===== src/rtl/morse_keyer.sv =====
// Morse key front end: 2-flop synchronizer, debounce filter and a press/gap
// classifier that emits registered dot, dash and letter_end pulses.
module morse_keyer #(
    parameter int DB_CYCLES   = 4,
    parameter int DASH_CYCLES = 12,
    parameter int GAP_CYCLES  = 24,
    parameter int CNT_W       = 8
) (
    input  logic clk_i,
    input  logic rst_i,
    input  logic key_i,
    output logic dot_o,
    output logic dash_o,
    output logic letter_end_o,
    output logic pressed_o,
    output logic busy_o
);

    // state | meaning
    // IDLE  | no symbol in progress, waiting for a debounced press
    // PRESS | key held, press length accumulating
    // GAP   | key released after a symbol, timing the inter-letter gap
    typedef enum logic [1:0] {IDLE, PRESS, GAP} state_t;

    state_t             state_q, state_d;
    logic               s1_q, s2_q;
    logic               key_db_q, key_db_d;
    logic [CNT_W-1:0]   db_cnt_q, db_cnt_d;
    logic [CNT_W-1:0]   press_cnt_q, press_cnt_d;
    logic [CNT_W-1:0]   gap_cnt_q, gap_cnt_d;
    logic               dot_q, dot_d;
    logic               dash_q, dash_d;
    logic               le_q, le_d;
    logic [CNT_W-1:0]   db_inc, gap_inc;

    assign db_inc  = db_cnt_q + CNT_W'(1);
    assign gap_inc = gap_cnt_q + CNT_W'(1);

    always_comb begin
        key_db_d = key_db_q;
        db_cnt_d = '0;
        if (s2_q != key_db_q) begin
            if (db_inc == CNT_W'(DB_CYCLES)) begin
                key_db_d = s2_q;
            end else begin
                db_cnt_d = db_inc;
            end
        end
    end

    always_comb begin
        state_d     = state_q;
        press_cnt_d = press_cnt_q;
        gap_cnt_d   = gap_cnt_q;
        dot_d       = 1'b0;
        dash_d      = 1'b0;
        le_d        = 1'b0;
        unique case (state_q)
            IDLE: begin
                if (key_db_q) begin
                    state_d     = PRESS;
                    press_cnt_d = CNT_W'(1);
                end
            end
            PRESS: begin
                if (key_db_q) begin
                    // saturate so a very long hold cannot wrap into a dot
                    if (press_cnt_q != '1) press_cnt_d = press_cnt_q + CNT_W'(1);
                end else begin
                    state_d   = GAP;
                    gap_cnt_d = '0;
                    if (press_cnt_q < CNT_W'(DASH_CYCLES)) dot_d = 1'b1;
                    else                                   dash_d = 1'b1;
                end
            end
            GAP: begin
                if (key_db_q) begin
                    state_d     = PRESS;
                    press_cnt_d = CNT_W'(1);
                end else begin
                    gap_cnt_d = gap_inc;
                    if (gap_inc == CNT_W'(GAP_CYCLES)) begin
                        le_d    = 1'b1;
                        state_d = IDLE;
                    end
                end
            end
            default: state_d = IDLE;
        endcase
    end

    always_ff @(posedge clk_i) begin
        if (rst_i) begin
            state_q     <= IDLE;
            s1_q        <= 1'b0;
            s2_q        <= 1'b0;
            key_db_q    <= 1'b0;
            db_cnt_q    <= '0;
            press_cnt_q <= '0;
            gap_cnt_q   <= '0;
            dot_q       <= 1'b0;
            dash_q      <= 1'b0;
            le_q        <= 1'b0;
        end else begin
            state_q     <= state_d;
            s1_q        <= key_i;
            s2_q        <= s1_q;
            key_db_q    <= key_db_d;
            db_cnt_q    <= db_cnt_d;
            press_cnt_q <= press_cnt_d;
            gap_cnt_q   <= gap_cnt_d;
            dot_q       <= dot_d;
            dash_q      <= dash_d;
            le_q        <= le_d;
        end
    end

    assign dot_o        = dot_q;
    assign dash_o       = dash_q;
    assign letter_end_o = le_q;
    assign pressed_o    = key_db_q;
    assign busy_o       = (state_q != IDLE);

endmodule


===== config.mk =====
export PLATFORM = sky130hd
export DESIGN_NAME = morse_keyer
export DESIGN_NICKNAME = d
export VERILOG_FILES = /design/src/rtl/morse_keyer.sv
export SDC_FILE = /design/constraint.sdc
export NUM_CORES = 1
export LEC_CHECK = 0
export BUFFER_PORTS_ARGS = -buffer_cell sky130_fd_sc_hd__buf_2
export CAP_MARGIN = 20
export CELL_PAD_IN_SITES_DETAIL_PLACEMENT = 2
export CELL_PAD_IN_SITES_GLOBAL_PLACEMENT = 2
export CORE_MARGIN = 2
export CORE_UTILIZATION = 25
export CTS_CLUSTER_DIAMETER = 50
export DETAILED_ROUTE_END_ITERATION = 8
export PLACE_DENSITY = 0.69
export SYNTH_ARGS = -nofsm -noshare
export SYNTH_HDL_FRONTEND = slang
export SYNTH_SLANG_ARGS = --single-unit

===== constraint.sdc =====
create_clock -name clk_i -period 1.8 [get_ports clk_i]
set_input_delay 0.27 -clock clk_i [delete_from_list [all_inputs] [get_ports clk_i]]
set_output_delay 0.27 -clock clk_i [all_outputs]
set_load 0.03 [all_outputs]

Yosys cells after proc, flatten, opt, wreduce, memory -nomap -nowiden --
Index checks and enable logic that the tools add are counted.
Word-level totals: word-level logic and storage cells 57, memories 0, bits in registers 32, RAM bits 0, memory bits (read-only) 0, output and inout bits 5, input port bits 3, bits in latches 0
Cells by class: shift-type cells 0, add/sub/neg operators 3, multipliers 0, div/mod/pow operators 0, reduce and logical (&&, ||, !) cells 12, bitwise gates (word level) 3, order comparisons 1, multiplexer cells 15, equal/unequal tests 13
Operators with widths (count):
- 8-bit two-way mux | 5
- 8-bit one-hot mux with 2 select lines | 2
- 8-bit by 1-bit adder with 8-bit output (second input constant) | 3
- 2-bit != test (second input constant) | 5
- 3-bit OR reduction | 3
- 8-bit by 3-bit equality test with 1-bit output (second input constant) | 1
- 8-bit by 5-bit equality test with 1-bit output (second input constant) | 1
- 8-bit by 4-bit less-than comparator with 1-bit output (second input constant) | 1
- 2-bit two-way mux | 4
- 8-bit != test (second input constant) | 1
- 2-bit one-hot mux with 3 select lines | 1
- 3-bit AND reduction | 2
- 2-bit nonzero test | 3
- 4-bit AND reduction | 1
- 1-bit two-way mux | 3
- 3-bit != test (second input constant) | 1
- 1-bit inverter | 3
- 2-bit by 1-bit equality test with 1-bit output (second input constant) | 1
- 2-bit equality test (second input constant) | 1
- 2-bit logical NOT | 1
- 2-bit by 1-bit != test with 1-bit output (second input constant) | 1
- 2-bit AND reduction | 1
- 2-bit OR reduction | 1
- 1-bit != test | 1

Depth between registers and ports, before layout --
word-level depth 5, depth in mapped cells 5, gate-level depth less buffers 5

Worst setup path after synthesis --
Ideal clock, no wire load.
path kind reg-to-reg, from register db_cnt_q[0], to register db_cnt_q[2], buffers on the path 0, period minus slack after synthesis 1.729 ns, library setup time 0.137 ns, data required time 1.663 ns, slack 0.071 ns, data arrival time 1.592 ns, cell stages (with the launch flop) 5, cell sequence dfxtp_1 > ha_1 > or3b_2 > o311ai_0 > nor2_1
On the way: cells in the longest elaborated chain, start to end 3
RTL lines:
- start, declared | line 28 | logic [CNT_W-1:0] db_cnt_q, db_cnt_d;
- start signal, assigned | line 109 | db_cnt_q <= db_cnt_d;
- 8-bit by 1-bit adder with 8-bit output * | line 36 | assign db_inc = db_cnt_q + CNT_W'(1);
- 8-bit by 3-bit equality test with 1-bit output | line 43 | if (db_inc == CNT_W'(DB_CYCLES)) begin
- 3-bit OR reduction (no source line)
Mark *: on every way between the ends. The rest lies on a longest branch, timed or not. A chain may end at the register's enable or synchronous reset.

Worst setup path in the final report --
from register press_cnt_q[0], to register press_cnt_q[6]
On the way: cells in the longest elaborated chain, start to end 4, elaborated cells on any way between the ends 7, those cells by class add/sub (1); eq/ne (2); mux (3); reduce/logical (1)
RTL lines:
- start, declared | line 29 | logic [CNT_W-1:0] press_cnt_q, press_cnt_d;
- start signal, assigned | line 110 | press_cnt_q <= press_cnt_d;
- 8-bit by 1-bit adder with 8-bit output | line 68 | if (press_cnt_q != '1) press_cnt_d = press_cnt_q + CNT_W'(1);
- 8-bit two-way mux | line 68
- 8-bit two-way mux | line 66 | if (key_db_q) begin
- 8-bit one-hot mux with 2 select lines | line 58 | unique case (state_q)
Several ways; a longest one is shown, not always the timed one. The select of a mux whose other input is x is not followed.

==> summary.md <==
| Metric | Value |
|---|---|
| CTS buffer count | `5` |
| Vias/cell | `5.20` |
| Die area | `7340 µm²` |
| Critical path startpoint | `press_cnt_q[0]` |
| Cell Count, Final, Fillers Out | `299` |
| WP data arrival | `1.86 ns` |
| Final setup viols | `0` |
| Post-Syn Nets | `210` |
| Max Transition Viols Final | `0` |
| CTS tree | `done` |
| Pin count of the biggest net entering global routing | `18` |
| Final TNS setup | `0 ns` |
| Main synth FF type | `dfxtp_1` |
| WP data required | `2.02 ns` |
| Setup bufs post-CTS | `0` |
| Post-DP HPWL | `3350 µm` |
| Hold_sp | `key_i` |
| Sequential cell area fraction in the yosys report | `38.4%` |
| Clock Tree Root | `clkbuf_8` |
| H-tree depth | `2` |
| Slew @ Worst Pin | `0.474 ns` |
| Mapped Cells | `203` |
| First-pass GRT wire length | `7960 µm` |
| Most common cell after layout, fill and taps aside | `dfxtp_1` |
| Hold_buf cts | `0` |
| Finished layout cell area | `1950 µm²` |
| Hold Crit Class | `input pin to register` |
| CTS resizes | `0` |
| Run status | `finished clean` |
| Via count | `1555` |
| Fmax | `609 MHz` |
| Period utilisation layout | `91.2%` |
| GRT Overall Usage | `13.7%` |
| Tmin final | `1.64 ns` |
| Number of diodes | `0` |
| Leakage | `0.695 nW` |
| Worst path slowest cell | `or3_2` |
| WL/cell | `15.3 µm` |
| Placement Setup Slack | `0.0765 ns` |
| Crit Path Category | `register to register` |
| CTS clk-pin slew, worst paths | `0.07 ns` |
| Peak per-stage delay on the critical path | `0.47 ns` |
| Critical-path maximum fanout | `5` |
| Row cnt | `29` |
| Buffers on Ports | `7` |
| Die Span Y | `85.7 µm` |
| Critical-path cell list | `ha_1, nand4_1, o2111ai_1, or3_2, a21oi_1` |
| Finished Core Util | `30.5%` |
| Die W | `85.7 µm` |
| CTS Sinks | `32` |
| Clock Path Buffers | `2` |
| Placed inst area | `1850 µm²` |
| Starting Density | `26.1%` |
| Synth Warn # | `0` |
| Initial antenna violation count | `0` |
| Total grt overflow | `0` |
| Overall power | `1.32 mW` |
| 1st-iter DRT viols | `59` |
| Max_cap viols | `0` |
| Total wire length | `4580 µm` |
| RSZ-0062 raised after global routing | `false` |
| Post-synthesis register bit count | `32` |
| Synth cell types | `49` |
| Reg2reg start | `press_cnt_q[0]` |
| Pwr/cell area | `680 nW/µm²` |
| Core Footprint | `6390 µm²` |
| Worst setup margin | `0.158 ns` |
| Commonest cells after routing, fill and taps aside | `dfxtp_1 (32), nor2_1 (21), a21oi_1 (14), nand2_1 (13), o21ai_0 (13)` |
| Placed cells | `291` |
| Vias in the first global route | `1641` |
| IO Pins | `8` |
| FFs w/ async S/R, synth | `0%` |
| Gpl congestion | `0.705` |
| Final Net Count | `228` |
| Worst Setup Start Kind | `register` |
| CP endpoint kind | `register` |
| Synthesized cell area | `1670 µm²` |
| Synthesized area per cell | `8.22 µm²` |
| Hold WS | `0.195 ns` |
| Clock Latency Late Sink | `0.29 ns` |
| Drt first pass iters | `4` |
| Final hold violation count | `0` |
| Relative slew slack | `68.3%` |
| Post-DRT Antenna Nets | `0` |
| Setup Skew | `0.00620 ns` |
| Number of flops mapped to enable cells by yosys | `0` |
| DRC Markers | `0` |
| Layout Area Growth over Synthesis | `16.7%` |
| Worst VDD drop | `0.236 mV` |
| Layout cells sized above 1 | `14.0%` |
final timing paths:
path                         end  slack, ns  cells after the start
hold / removal              s1_q       0.20                      2
hold reg to reg             s2_q       0.47                      1
setup reg to reg  press_cnt_q[6]       0.16                      5
setup / recovery  press_cnt_q[6]       0.16                      5
flip-flops by register name, indices dropped and copies added, names as in the netlist, 2 cells and up:
name,cells
db_cnt_q,8
state_q,2
gap_cnt_q,8
press_cnt_q,8
critical path: cells and delay by family (launching register included):
family / cells / cell delay [ns]
AO/OA/AOI/OAI: 2 / 0.41
AND/OR/NAND/NOR: 2 / 0.62
adder cells (fa/ha/maj): 1 / 0.22
flip-flops: 1 / 0.34
power by group:
group | internal, mW | total (mW) | leakage, nW | switching [mW]
registers | 0.710 | 0.712 | 0.258 | 0.00164
clock network | 0.312 | 0.587 | 0.0455 | 0.275
logic | 0.00710 | 0.0229 | 0.392 | 0.0158
total | 1.03 | 1.32 | 0.695 | 0.293
synthesized netlist by cell type, types with 2 or more instances:
master / number / area, µm²
a21bo_2: 2 / 20.0
a21oi_1: 14 / 70.1
a22o_1: 2 / 17.5
a31oi_1: 2 / 12.5
and3_1: 3 / 18.8
buf_2: 2 / 10.0
clkbuf_1: 4 / 15.0
dfxtp_1: 32 / 641
ha_1: 4 / 50.1
inv_1: 6 / 22.5
mux2i_1: 2 / 20.0
nand2_1: 13 / 48.8
nand2b_1: 5 / 31.3
nand3_1: 8 / 40.0
nand3b_1: 2 / 15.0
nand4_1: 4 / 25.0
nor2_1: 21 / 78.8
nor2b_1: 8 / 50.1
nor3_1: 8 / 40.0
nor3b_1: 2 / 15.0
nor4_1: 6 / 37.5
o21a_1: 4 / 30.0
o21ai_0: 13 / 65.1
o31ai_1: 3 / 22.5
or4_1: 3 / 22.5
xnor2_1: 3 / 26.3
xor2_1: 5 / 43.8
metal layers:
metal	GRT usage, %	up-vias	wire, µm
met1	16.6	764	2130
met5	0	-	0
met2	23.7	10	2280
li1	-	774	-
met3	2.89	7	101
met4	5.19	0	66
logic make-up after synthesis:
kind of cell,count (synthesis),share of synthesized area (%)
xor gates and xnor gates,8,4.20
buffers and inverters,13,3.08
DFF,32,38.4
adders and majority gates,4,3.00
muxes,2,1.20
AOI/OAI and AO/OA,54,21.5
and+or+nand+nor,90,28.6
layout make-up:
cell class              instances  area, µm²
clock buffers                   8       90.1
fillers                       755       4440
inverters                       6       22.5
multi-input cells             158        978
flip-flops and latches         32        641
well taps                      77       96.3
repair buffers                 18        118
Note: power is estimated with default switching activity, not from simulation.
